File: src/rtl/mips_pkg.sv
// rtl/mips_pkg.sv - shared defaults, constants and state encoding for the MIPS fetch unit
package mips_pkg;

  localparam int          MIPS_ADDR_W   = 32;
  localparam int          MIPS_INSTR_W  = 32;
  localparam logic [31:0] MIPS_RESET_PC = 32'h0000_0000;
  localparam logic [31:0] NOP           = 32'h0000_0000;

  typedef enum logic [1:0] {
    IDLE  = 2'd0,
    RUN   = 2'd1,
    REDIR = 2'd2
  } state_e;

endpackage

File: src/rtl/mips_ifetch_fifo.sv
// rtl/mips_ifetch_fifo.sv - small synchronous prefetch FIFO with flush and registered head
module mips_ifetch_fifo #(
  parameter int DEPTH = 2,
  parameter int W     = 64,
  parameter int CW    = $clog2(DEPTH) + 1
) (
  input  logic          clk_i,
  input  logic          rst_ni,
  input  logic          push_i,
  input  logic [W-1:0]  push_data_i,
  input  logic          pop_i,
  input  logic          flush_i,
  output logic [W-1:0]  head_o,
  output logic [CW-1:0] count_o,
  output logic          full_o,
  output logic          empty_o
);

  localparam int PW = $clog2(DEPTH);

  logic [W-1:0]  mem_q [DEPTH];
  logic [PW-1:0] wr_ptr_q;
  logic [PW-1:0] rd_ptr_q;
  logic [CW-1:0] count_q;
  logic          do_push;
  logic          do_pop;

  assign full_o  = (count_q == CW'(DEPTH));
  assign empty_o = (count_q == '0);
  assign count_o = count_q;
  assign head_o  = mem_q[rd_ptr_q];
  assign do_push = push_i && !full_o;
  assign do_pop  = pop_i && !empty_o;

  // Storage and pointers; flush drops every entry and wins over push/pop.
  always_ff @(posedge clk_i) begin
    if (!rst_ni) begin
      for (int i = 0; i < DEPTH; i++) mem_q[i] <= '0;
      wr_ptr_q <= '0;
      rd_ptr_q <= '0;
      count_q  <= '0;
    end else if (flush_i) begin
      wr_ptr_q <= '0;
      rd_ptr_q <= '0;
      count_q  <= '0;
    end else begin
      if (do_push) begin
        mem_q[wr_ptr_q] <= push_data_i;
        wr_ptr_q        <= wr_ptr_q + PW'(1);
      end
      if (do_pop) rd_ptr_q <= rd_ptr_q + PW'(1);
      count_q <= count_q + CW'(do_push) - CW'(do_pop);
    end
  end

endmodule

File: src/rtl/mips_ifetch.sv
// rtl/mips_ifetch.sv - MIPS instruction fetch: PC, request FSM, redirect and prefetch buffer
module mips_ifetch
  import mips_pkg::*;
#(
  parameter int                ADDR_W   = MIPS_ADDR_W,
  parameter int                INSTR_W  = MIPS_INSTR_W,
  parameter logic [ADDR_W-1:0] RESET_PC = MIPS_RESET_PC,
  parameter int                DEPTH    = 2
) (
  input  logic               sys_clk,
  input  logic               sys_rst_n,
  input  logic               fetch_en,
  output logic               imem_req,
  output logic [ADDR_W-1:0]  imem_addr,
  input  logic [INSTR_W-1:0] imem_rdata,
  input  logic               imem_rvalid,
  output logic               ir_valid,
  input  logic               ir_ready,
  output logic [INSTR_W-1:0] ir_out,
  output logic [ADDR_W-1:0]  ir_pc,
  input  logic               redirect_valid,
  input  logic [ADDR_W-1:0]  redirect_pc
);

  localparam int CW = $clog2(DEPTH) + 1;

  state_e              state_q, state_d;
  logic [ADDR_W-1:0]   pc_q, pc_d;
  logic [ADDR_W-1:0]   req_pc_q;
  logic                inflight_q, inflight_d;
  logic                kill_q, kill_d;

  logic [CW-1:0]       fifo_count;
  logic                fifo_full;
  logic                fifo_empty;
  logic [INSTR_W+ADDR_W-1:0] fifo_head;
  logic                push;
  logic                pop;
  logic                space_ok;
  logic                unused_redirect_lsbs;

  assign unused_redirect_lsbs = ^redirect_pc[1:0];

  // Outstanding requests reserve a slot so a returning word always fits.
  assign space_ok  = !fifo_full && ((fifo_count + CW'(inflight_q)) < CW'(DEPTH));
  assign imem_addr = pc_q;
  assign push      = imem_rvalid && inflight_q && !kill_q;
  assign pop       = ir_valid && ir_ready;
  assign ir_valid  = !fifo_empty;
  assign {ir_out, ir_pc} = fifo_head;

  // Next-state, request strobe, PC advance and in-flight/kill tracking.
  always_comb begin
    state_d    = state_q;
    pc_d       = pc_q;
    inflight_d = inflight_q;
    kill_d     = kill_q;
    imem_req   = 1'b0;

    case (state_q)
      IDLE:    if (fetch_en) state_d = RUN;
      RUN:     if (!fetch_en) state_d = IDLE;
      REDIR:   state_d = fetch_en ? RUN : IDLE;
      default: state_d = IDLE;
    endcase

    if ((state_q == RUN || state_q == REDIR) && fetch_en && !redirect_valid && space_ok)
      imem_req = 1'b1;

    if (imem_req)         inflight_d = 1'b1;
    else if (imem_rvalid) inflight_d = 1'b0;

    if (redirect_valid) begin
      state_d = REDIR;
      pc_d    = {redirect_pc[ADDR_W-1:2], 2'b00};
      // A response landing this cycle is already flushed; only a later one needs killing.
      kill_d  = inflight_q && !imem_rvalid;
    end else begin
      if (imem_req)    pc_d   = pc_q + ADDR_W'(4);
      if (imem_rvalid) kill_d = 1'b0;
    end
  end

  // Control registers; the request PC travels alongside the outstanding read.
  always_ff @(posedge sys_clk) begin
    if (!sys_rst_n) begin
      state_q    <= IDLE;
      pc_q       <= RESET_PC;
      req_pc_q   <= '0;
      inflight_q <= 1'b0;
      kill_q     <= 1'b0;
    end else begin
      state_q    <= state_d;
      pc_q       <= pc_d;
      inflight_q <= inflight_d;
      kill_q     <= kill_d;
      if (imem_req) req_pc_q <= pc_q;
    end
  end

  mips_ifetch_fifo #(
    .DEPTH (DEPTH),
    .W     (INSTR_W + ADDR_W),
    .CW    (CW)
  ) u_fifo (
    .clk_i       (sys_clk),
    .rst_ni      (sys_rst_n),
    .push_i      (push),
    .push_data_i ({imem_rdata, req_pc_q}),
    .pop_i       (pop),
    .flush_i     (redirect_valid),
    .head_o      (fifo_head),
    .count_o     (fifo_count),
    .full_o      (fifo_full),
    .empty_o     (fifo_empty)
  );

endmodule

File: config.mk
export PLATFORM = sky130hd
export DESIGN_NAME = mips_ifetch
export DESIGN_NICKNAME = d
export VERILOG_FILES = /design/src/rtl/mips_pkg.sv /design/src/rtl/mips_ifetch_fifo.sv /design/src/rtl/mips_ifetch.sv
export SDC_FILE = /design/constraint.sdc
export NUM_CORES = 1
export LEC_CHECK = 0
export BUFFER_PORTS_ARGS = -buffer_cell sky130_fd_sc_hd__buf_2
export CAP_MARGIN = 20
export CORE_UTILIZATION = 45
export DETAILED_ROUTE_END_ITERATION = 8
export PLACE_DENSITY_LB_ADDON = 0.05
export SYNTH_ARGS = -nofsm -noshare
export SYNTH_HDL_FRONTEND = slang
export SYNTH_SLANG_ARGS = --single-unit
export TNS_END_PERCENT = 30
File: constraint.sdc
create_clock -name sys_clk -period 6.02 [get_ports sys_clk]
set_input_delay 1.204 -clock sys_clk [delete_from_list [all_inputs] [get_ports sys_clk]]
set_output_delay 1.204 -clock sys_clk [all_outputs]
set_load 0.02 [all_outputs]
==> run summary <==
Core Area: 19000 um2
Drt wl/cell: 17.7 um
Final worst slack: 2.21 ns
RSZ-0062 raised after global routing: false
First-pass GRT wire length: 33000 um
Fin area: 10400 um2
DRT antenna net count: 0
Synth top cells by count: and2_1 (137), edfxtp_1 (124), nand2_1 (92)
Hold_buf cts: 0
Synth Instances: 781
Worst setup EP type: output pin
CTS H-Tree Depth: 4
Largest net degree at the start of global routing: 70
IO Pins: 168
Vias in the first global route: 6417
Pre-CTS setup slack: 1.89 ns
Power Density: 267 nW/um2
P&R area growth vs syn: 17.3%
Max Cap Violations: 0
Main flop type after synthesis: edfxtp_1
CTS Buf Count: 17
Status: complete, no violations
Fill count: 1738
Remaining global-route overflow: 0
Critical path class: in2out
Clk_lat worst skew: 0.43 ns
Final WL: 21000 um
P_leak: 4.05 nW
Pins Over Slew Limit: 0
Crit path max fanout: 38
First-pass DRT Iterations: 5
Post-synth EDFFs: 124
Warnings, synthesis: 0
Avg Inst Size Synth: 11.4 um2
Via Count: 6452
Initial antenna violation count: 0
Slew HR: 0.383
CTS tree: built
Synth area leader: edfxtp_1
Yosys reg bits: 193
Die ar.: 20300 um2
FFs w/ async S/R, synth: 0
Routed vias/inst: 5.44
Die X: 142 um
Root Buffer: clkbuf_16
Setup TNS: 0 ns
Final worst path period share: 0.634
Post-CTS setup buffer count: 0
Layout cell share with drive strength beyond 1: 0.299
Inserted Diodes: 0
VDD IR max: 222 uV
Initial DRC count: 332
Worst-path clk slew: 0.07 ns
Overall Global Routing Usage: 0.210
Dpl hpwl: 13000 um
Initial Utilization: 0.466
Number of I/O port buffers: 161
Tmin final: 3.81 ns
Fmax: 262 MHz
GPL Wtd Cong: 0.826
Die H: 142 um
Slew @ Worst Pin: 0.926 ns
Num Clock Sinks: 193
Layout Nets: 990
Setup Skew: 0.0181 ns
CP required: 4.82 ns
Class of the worst hold path: reg2reg
Synth top area share: 0.420
Synth cell types: 62
Mapped cell area: 8870 um2
Cell with the most instances after synthesis: and2_1
CTS max path bufs: 2
Site row count: 50
Register area share after synthesis: 0.575
Worst EP arrival: 2.61 ns
Placed Area: 9820 um2
Setup violators final: 0
CP startpoint kind: primary input
CTS resizes: 0
Residual DRC count: 0
Hold Fails Final Rpt: 0
Synth area leaders: edfxtp_1 (42%), dfxtp_1 (16%), and2_1 (9.7%)
## layer usage
| layer | share of wire | vias up | GRT usage | routed length [um] |
|---|---|---|---|---|
| met3 | 0.060 | 21 | 0.0394 | 1260 |
| met2 | 0.48 | 213 | 0.361 | 10100 |
| met5 | 0 | - | 0 | 0 |
| li1 | - | 3092 | - | - |
| met4 | 0.012 | 0 | 0.0651 | 252 |
| met1 | 0.45 | 3126 | 0.268 | 9440 |
## sequential cells by signal, summed over array words and instances, names as in the netlist, named ones only
name,cells
u_fifo.count_o,2
state_q,2
u_fifo.rd_ptr_q,1
u_fifo.mem_q,124
kill_q,1
req_pc_q,30
u_fifo.wr_ptr_q,1
imem_addr,30
inflight_q,1
## critical path, stage by stage
cell	delay [ns]
buf_2	0.31
nand3b_1	0.36
or3_2	0.47
inv_1	0.10
buf_2	0.17
## power by group
part	internal, mW	switching (mW)
Combinational	0.0760	0.136
Clock	0.576	0.506
Sequential	1.45	0.0369
## worst paths after layout
kind | start | endpoint | slack (ns) | depth (start not counted)
worst max-delay path | redirect_valid | imem_req | 2.21 | 5
worst min-delay path | req_pc_q[24] | req_pc_q[24] | 0.46 | 2
worst max register to register | state_q[0] | imem_addr[12] | 3.42 | 7
worst min register to register | req_pc_q[24] | req_pc_q[24] | 0.46 | 2
## logic make-up after synthesis
| group | after synthesis | synth area share |
|---|---|---|
| AO/OA/AOI/OAI | 117 | 0.0917 |
| XOR/XNOR | 5 | 0.00494 |
| adder cells (fa/ha/maj) | 6 | 0.00846 |
| buffers and inverters | 72 | 0.0358 |
| flip-flops | 193 | 0.575 |
| multiplexers | 64 | 0.0811 |
| other | 1 | 0.000423 |
| AND/OR/NAND/NOR | 323 | 0.202 |
## final cells by class
type	count	area, um2	share of cell area
Sequential cell	193	5110	0.491
Multi-Input combinational cell	519	3480	0.335
Timing Repair Buffer	168	871	0.0837
Clock buffer	18	429	0.0413
Tap cell	260	325	0.0313
Clock inverter	14	133	0.0127
Inverter	15	56.3	0.00541
## layout by cell type (no fill, tap or decap), types with 9 or more instances in the layout
cell type	instances
buf_2	161
clkbuf_16	17
nand3_1	10
inv_1	14
or4_1	9
nand2_1	92
o211ai_1	10
and2_1	137
nand4_1	15
a21oi_1	37
nor2_1	14
a31oi_1	17
mux2_2	63
dfxtp_1	68
edfxtp_1	124
## through the flow
step	hold slack, ns	cells	utilization	total power [mW]
2_1_floorplan	0.440	784	-	1.64
3_3_place_gp	0.450	1154	0.516	1.72
3_5_place_dp	0.454	1154	0.516	1.73
4_1_cts	0.465	1186	0.546	2.80
5_1_grt	0.474	1187	0.547	2.88
6_report	0.460	1187	0.547	2.78
(Power assumes the default switching activity.)
